--- src/rtl/pim_pkg.sv ---
// Shared PIM constants, FSM state encoding and slice addressing used by the
// readback serializer and its nibble interleaver.
package pim_pkg;

    localparam int PIM_VEC_W   = 256;
    localparam int PIM_WORD_W  = 32;
    localparam int PIM_NIB_W   = 4;
    localparam int PIM_WORDS   = 16;
    localparam int PIM_SLICE_W = PIM_VEC_W / PIM_WORDS;

    typedef enum logic [1:0] {
        ST_IDLE = 2'd0,
        ST_SEND = 2'd1,
        ST_DONE = 2'd2
    } pim_state_e;

    // Low bit of slice k; slice 0 sits at the top of the vector.
    function automatic int pim_slice_lo(input int k, input int num_words);
        return PIM_SLICE_W * (num_words - 1 - k);
    endfunction

endpackage

--- src/rtl/weight_readback_serializer_if.sv ---
// Load/abort inputs and valid/ready word stream of the weight readback
// serializer; slave is the serializer side.
interface weight_readback_serializer_if import pim_pkg::*; #(
    parameter int NUM_WORDS = PIM_WORDS,
    parameter int WORD_W    = PIM_WORD_W
);

    localparam int VEC_W = PIM_SLICE_W * NUM_WORDS;
    localparam int CNT_W = $clog2(NUM_WORDS);

    logic             i_load;
    logic [VEC_W-1:0] i_cam_data;
    logic [VEC_W-1:0] i_cim_data;
    logic             i_abort;
    logic             o_valid;
    logic             i_ready;
    logic [WORD_W-1:0] o_data;
    logic [CNT_W-1:0] o_counter;
    logic             o_busy;
    logic             o_done;

    modport master (
        output i_load, i_cam_data, i_cim_data, i_abort, i_ready,
        input  o_valid, o_data, o_counter, o_busy, o_done
    );

    modport slave (
        input  i_load, i_cam_data, i_cim_data, i_abort, i_ready,
        output o_valid, o_data, o_counter, o_busy, o_done
    );

endinterface

--- src/rtl/pim_nibble_interleave.sv ---
// Packs one 16-bit CAM slice and one 16-bit CIM slice into a bus word,
// alternating nibbles with the CAM nibble in the upper position.
module pim_nibble_interleave import pim_pkg::*; (
    input  logic [PIM_SLICE_W-1:0]   cam,
    input  logic [PIM_SLICE_W-1:0]   cim,
    output logic [2*PIM_SLICE_W-1:0] word
);

    localparam int NIBS = PIM_SLICE_W / PIM_NIB_W;

    always_comb begin
        word = '0;
        for (int i = 0; i < NIBS; i++) begin
            word[2*PIM_NIB_W*i + PIM_NIB_W +: PIM_NIB_W] = cam[PIM_NIB_W*i +: PIM_NIB_W];
            word[2*PIM_NIB_W*i             +: PIM_NIB_W] = cim[PIM_NIB_W*i +: PIM_NIB_W];
        end
    end

endmodule

--- src/rtl/weight_readback_serializer.sv ---
// Captures CAM/CIM vectors from the PIM macro and streams them as interleaved
// 32-bit words, one slice per handshake, with a done pulse after the last word.
module weight_readback_serializer import pim_pkg::*; #(
    parameter int NUM_WORDS = PIM_WORDS,
    parameter int WORD_W    = PIM_WORD_W
) (
    input  logic                         i_clk,
    input  logic                         i_rst,
    weight_readback_serializer_if.slave  bus
);

    localparam int VEC_W = PIM_SLICE_W * NUM_WORDS;
    localparam int CNT_W = $clog2(NUM_WORDS);
    localparam logic [CNT_W-1:0] LAST = CNT_W'(NUM_WORDS - 1);

    pim_state_e        state;
    logic [VEC_W-1:0]  cam_sh;
    logic [VEC_W-1:0]  cim_sh;
    logic              valid;
    logic              busy;
    logic              done;
    logic [CNT_W-1:0]  counter;
    logic [WORD_W-1:0] data;

    logic [VEC_W-1:0]         src_cam;
    logic [VEC_W-1:0]         src_cim;
    logic [CNT_W-1:0]         sel;
    logic [PIM_SLICE_W-1:0]   cam_slice;
    logic [PIM_SLICE_W-1:0]   cim_slice;
    logic [2*PIM_SLICE_W-1:0] next_word;

    // In IDLE the first word comes straight from the inputs so it can be
    // registered in the same cycle the vectors are captured.
    always_comb begin
        src_cam = cam_sh;
        src_cim = cim_sh;
        sel     = counter + CNT_W'(1);
        if (state == ST_IDLE) begin
            src_cam = bus.i_cam_data;
            src_cim = bus.i_cim_data;
            sel     = '0;
        end
        cam_slice = src_cam[pim_slice_lo(int'(sel), NUM_WORDS) +: PIM_SLICE_W];
        cim_slice = src_cim[pim_slice_lo(int'(sel), NUM_WORDS) +: PIM_SLICE_W];
    end

    pim_nibble_interleave u_interleave (
        .cam  (cam_slice),
        .cim  (cim_slice),
        .word (next_word)
    );

    always_ff @(posedge i_clk) begin
        if (i_rst) begin
            state   <= ST_IDLE;
            valid   <= 1'b0;
            busy    <= 1'b0;
            done    <= 1'b0;
            counter <= '0;
            data    <= '0;
            // NOTE: the shadow vectors are ordinary flops, not a RAM, so they
            // are cleared with everything else; no stale weights survive reset.
            cam_sh  <= '0;
            cim_sh  <= '0;
        end else if (bus.i_abort) begin
            state   <= ST_IDLE;
            valid   <= 1'b0;
            busy    <= 1'b0;
            done    <= 1'b0;
            counter <= '0;
        end else begin
            case (state)
                ST_IDLE: begin
                    done <= 1'b0;
                    if (bus.i_load) begin
                        cam_sh  <= bus.i_cam_data;
                        cim_sh  <= bus.i_cim_data;
                        counter <= '0;
                        data    <= next_word;
                        valid   <= 1'b1;
                        busy    <= 1'b1;
                        state   <= ST_SEND;
                    end
                end
                ST_SEND: begin
                    if (valid && bus.i_ready) begin
                        if (counter == LAST) begin
                            valid   <= 1'b0;
                            counter <= '0;
                            done    <= 1'b1;
                            state   <= ST_DONE;
                        end else begin
                            counter <= counter + CNT_W'(1);
                            data    <= next_word;
                        end
                    end
                end
                ST_DONE: begin
                    done  <= 1'b0;
                    busy  <= 1'b0;
                    state <= ST_IDLE;
                end
                default: begin
                    valid <= 1'b0;
                    busy  <= 1'b0;
                    done  <= 1'b0;
                    state <= ST_IDLE;
                end
            endcase
        end
    end

    assign bus.o_valid   = valid;
    assign bus.o_data    = data;
    assign bus.o_counter = counter;
    assign bus.o_busy    = busy;
    assign bus.o_done    = done;

endmodule

--- src/flat_wrapper.sv ---
// flat-port wrapper written by rule: the top's interface ports become plain ports
module weight_readback_serializer_flat import pim_pkg::*;
#(
    parameter int NUM_WORDS = PIM_WORDS,
    parameter int WORD_W    = PIM_WORD_W
)
  (i_clk, i_rst, bus_i_load, bus_i_cam_data, bus_i_cim_data, bus_i_abort, bus_i_ready, bus_o_valid, bus_o_data, bus_o_counter, bus_o_busy, bus_o_done);
  weight_readback_serializer_if #(.NUM_WORDS(NUM_WORDS), .WORD_W(WORD_W)) bus_i ();
  input  logic i_clk;
  input  logic i_rst;
  input wire logic [$bits(bus_i.i_load)-1:0] bus_i_load;
  input wire logic [$bits(bus_i.i_cam_data)-1:0] bus_i_cam_data;
  input wire logic [$bits(bus_i.i_cim_data)-1:0] bus_i_cim_data;
  input wire logic [$bits(bus_i.i_abort)-1:0] bus_i_abort;
  input wire logic [$bits(bus_i.i_ready)-1:0] bus_i_ready;
  output wire logic [$bits(bus_i.o_valid)-1:0] bus_o_valid;
  output wire logic [$bits(bus_i.o_data)-1:0] bus_o_data;
  output wire logic [$bits(bus_i.o_counter)-1:0] bus_o_counter;
  output wire logic [$bits(bus_i.o_busy)-1:0] bus_o_busy;
  output wire logic [$bits(bus_i.o_done)-1:0] bus_o_done;
  assign bus_i.i_load = bus_i_load;
  assign bus_i.i_cam_data = bus_i_cam_data;
  assign bus_i.i_cim_data = bus_i_cim_data;
  assign bus_i.i_abort = bus_i_abort;
  assign bus_i.i_ready = bus_i_ready;
  assign bus_o_valid = bus_i.o_valid;
  assign bus_o_data = bus_i.o_data;
  assign bus_o_counter = bus_i.o_counter;
  assign bus_o_busy = bus_i.o_busy;
  assign bus_o_done = bus_i.o_done;
  weight_readback_serializer #(.NUM_WORDS(NUM_WORDS), .WORD_W(WORD_W)) u_core (.i_clk(i_clk), .i_rst(i_rst), .bus(bus_i));
endmodule
--- config.mk ---
export PLATFORM = sky130hd
export DESIGN_NAME = weight_readback_serializer_flat
export DESIGN_NICKNAME = d
export VERILOG_FILES = /design/src/rtl/pim_pkg.sv /design/src/rtl/weight_readback_serializer_if.sv /design/src/rtl/pim_nibble_interleave.sv /design/src/rtl/weight_readback_serializer.sv /design/src/flat_wrapper.sv
export SDC_FILE = /design/constraint.sdc
export NUM_CORES = 2
export LEC_CHECK = 0
export CAP_MARGIN = 0
export CELL_PAD_IN_SITES_DETAIL_PLACEMENT = 1
export CELL_PAD_IN_SITES_GLOBAL_PLACEMENT = 1
export CORE_MARGIN = 5
export CORE_UTILIZATION = 37
export CTS_CLUSTER_SIZE = 25
export DETAILED_ROUTE_END_ITERATION = 12
export PLACE_DENSITY = 0.78
export SLEW_MARGIN = 20
export SYNTH_ARGS = -nofsm -noshare
export SYNTH_HDL_FRONTEND = slang
export SYNTH_SLANG_ARGS = --single-unit
--- constraint.sdc ---
create_clock -name i_clk -period 3.1 [get_ports i_clk]
set_clock_uncertainty 0.2 [all_clocks]
set_input_delay 0.62 -clock i_clk [delete_from_list [all_inputs] [get_ports i_clk]]
set_output_delay 0.62 -clock i_clk [all_outputs]
set_load 0.1 [all_outputs]
==> out/metrics.yaml <==
coreArea_um2: 63000
start_kind: "flip-flop"
synthCells: 2867
nets: 3823
die_h_um: 262
cp_slowest_cell: "xnor2_2"
cts.clk_slew.worst_paths_ns: 0.06
status: "completed"
hold_violations: 0
num_rows: 92
h-tree-depth: 2
start_util: 0.373
synth_seq_cells: 553
area_growth_pct: 35.5
cp_num_buf_inv: 0
clk_latency_ns: 0.62
path_class: "reg2reg"
p_per_area_nw_per_um2: 548
met1_usage: 0.355
peakVddDrop_mv: 0.394
maxCapViolCount: 0
cts_tree: "built"
slew_viol_final: 0
cts_hold_buffers: 0
io_pins: 556
vias_per_cell: 5.43
clockRootBuffer: "clkbuf_16"
cts_setup_buffers: 0
wire_per_inst_um: 23.4
synthDistinctLibCells: 50
period_minus_slack_ns: 2.82
grt_pass1_vias: 23800
grt_pass1_wl_mm: 145
fmax_mhz: 354
timing.rr.start: "u_core.bus.o_counter[2]"
fp.dieW_um: 262
netlist.area_leader.share: 0.472
dr_total_vias: 22800
rsz0062_at_grt: "false"
min_from: "u_core.cam_sh[135]"
finalCritPeriodShare: 0.911
min_path_type: "reg2reg"
crit_chain: "and3_1 -> xnor2_2 -> mux4_2 -> o21ai_0 -> a2bb2oi_1 -> a211oi_1"
worstPathRequired_ns: 3.40
synth_edf_count: 0
cp_top_family: "XOR/XNOR gates"
synth_top_cell_by_area: "dfxtp_1"
port_buffers: 555
antenna_found_initial: 10
use_met3: 0.0564
grt-busiest-layer: "met2"
dp_hpwl_mm: 73.3
drive_gt1_frac: 0.104
numCtsBuffers: 61
syn_area_um2: 23500
ys_seq_area_frac: 0.472
synthTopCellsByArea: "dfxtp_1 (47%), nand2_1 (18%), a21oi_1 (12%)"
synth_flop_cell: "dfxtp_1"
grt_max_degree: 97
cts.path.max_buffers: 3
place_congestion: 0.885
setup_viol: 0
cts_num_sinks: 553
tightest_slew_ns: 1.10
drtIter0Drc: 1769
critPathLaunch: "u_core.bus.o_counter[2]"
first_pass_iters: 5
drcViolationCount: 0
dieArea_um2: 68500
ant_nets: 0
ys_warn_count: 0
crit_arrival_ns: 3.12
max_stage_delay_ns: 0.88
final_common_cell: "nand2_1"
grt_overflow: 0
cts_resized: 0
met2_usage: 0.456
grt_util_all_layers: 0.274
postSynth.asyncResetShare: 0
finalSetupTns_ns: 0
leakagePower_uw: 0.0112
wl_mm: 98.6
worstSetupEndpointType: "flip-flop"
worstPathMaxFanout: 16
relSlewSlack: 0.261
syn_avg_cell_area_um2: 8.18
layout.cells.most_common_list: "nand2_1 (1,106), a21oi_1 (581), dfxtp_1 (552)"
p_total_uw: 17400
synth_fp_nets: 3385
[state kept, by name (all words and copies together) (netlist names)]
| name | cells |
|---|---|
| u_core.cam_sh | 256 |
| u_core.cim_sh | 256 |
| u_core.bus.o_data | 32 |
| u_core.bus.o_counter | 4 |
| u_core.state | 2 |
| u_core.bus.o_busy | 1 |
| u_core.bus.o_done | 1 |
| u_core.bus.o_valid | 1 |
[metal layers]
layer,up-vias,part of all wire
li1,10500,-
met1,11300,0.41
met2,787,0.48
met3,177,0.074
met4,4,0.037
met5,-,0.00027
[layout make-up]
type | count | area [um^2]
Fill cell | 7323 | 31200
Multi-Input combinational cell | 2067 | 11300
Sequential cell | 553 | 11100
Timing Repair Buffer | 620 | 6280
Clock buffer | 89 | 1830
Tap cell | 846 | 1060
Clock inverter | 23 | 228
Antenna cell | 7 | 17.5
Inverter | 2 | 7.51
[power by group]
group | total (uW) | leakage (uW) | internal (uW) | switching [uW]
sequential | 7640 | 0.00452 | 7450 | 190
clock | 7450 | 0.00103 | 4410 | 3040
combinational | 2320 | 0.00569 | 1060 | 1260
total | 17400 | 0.0112 | 12900 | 4490
[cells by family (layout without fill, tap and decap cells)]
kind of cell / Yosys count / after routing / synth area share
adder cells (fa/ha/maj): 1 / 1 / 0.000533
AO/OA/AOI/OAI: 676 / 676 / 0.152
flip-flops: 553 / 553 / 0.472
multiplexers: 149 / 149 / 0.122
other: 0 / 7 / 0
XOR/XNOR: 4 / 4 / 0.00181
buffers and inverters: 247 / 734 / 0.0489
AND/OR/NAND/NOR: 1237 / 1237 / 0.203
[path summary, 6_finish.rpt]
check	endpoint	slack, ns	cells after the start
setup / recovery	u_core.bus.o_data[2]	0.28	6
hold / removal	u_core.cam_sh[135]	0.25	2
setup reg to reg	u_core.bus.o_data[2]	0.28	6
hold reg to reg	u_core.cam_sh[135]	0.25	2
[synth_stat cells (4+ instances only)]
cell type  instances
a211oi_1           9
a21oi_1          581
a31oi_1            8
buf_2            122
buf_4             14
clkbuf_1         105
dfxtp_1          553
mux2_2            19
mux2i_1           23
mux4_2           106
nand2_1         1107
nand3_1           15
nor2_1            54
nor2b_1            7
nor3_1            40
o2111ai_1          4
o211ai_1           6
o21ai_0           29
o21ai_1            5
o221ai_1           8
o22ai_1            6
o31a_1             6
[per-stage QoR]
step | util | instances | setup slack, ns | hold slack, ns | instance area [um^2]
floorplan | - | 2867 | 0.160 | 0.232 | 23500
finish | 0.505 | 4207 | 0.277 | 0.253 | 31800
global route | 0.505 | 4206 | 0.186 | 0.270 | 31800
detailed placement | 0.472 | 4088 | -0.0909 | 0.247 | 29700
global placement | 0.472 | 4088 | 0.0560 | 0.238 | 29700
CTS | 0.505 | 4200 | 0.320 | 0.255 | 31800
[worst register-to-register path, delay by kind of cell (launching register included)]
family	cells	cell delay (ns)
AO/OA/AOI/OAI	3	0.49
AND/OR/NAND/NOR	1	0.33
multiplexers	1	0.43
XOR/XNOR	1	0.88
flip-flops	1	0.39
Power figures use the tool's default switching activity.
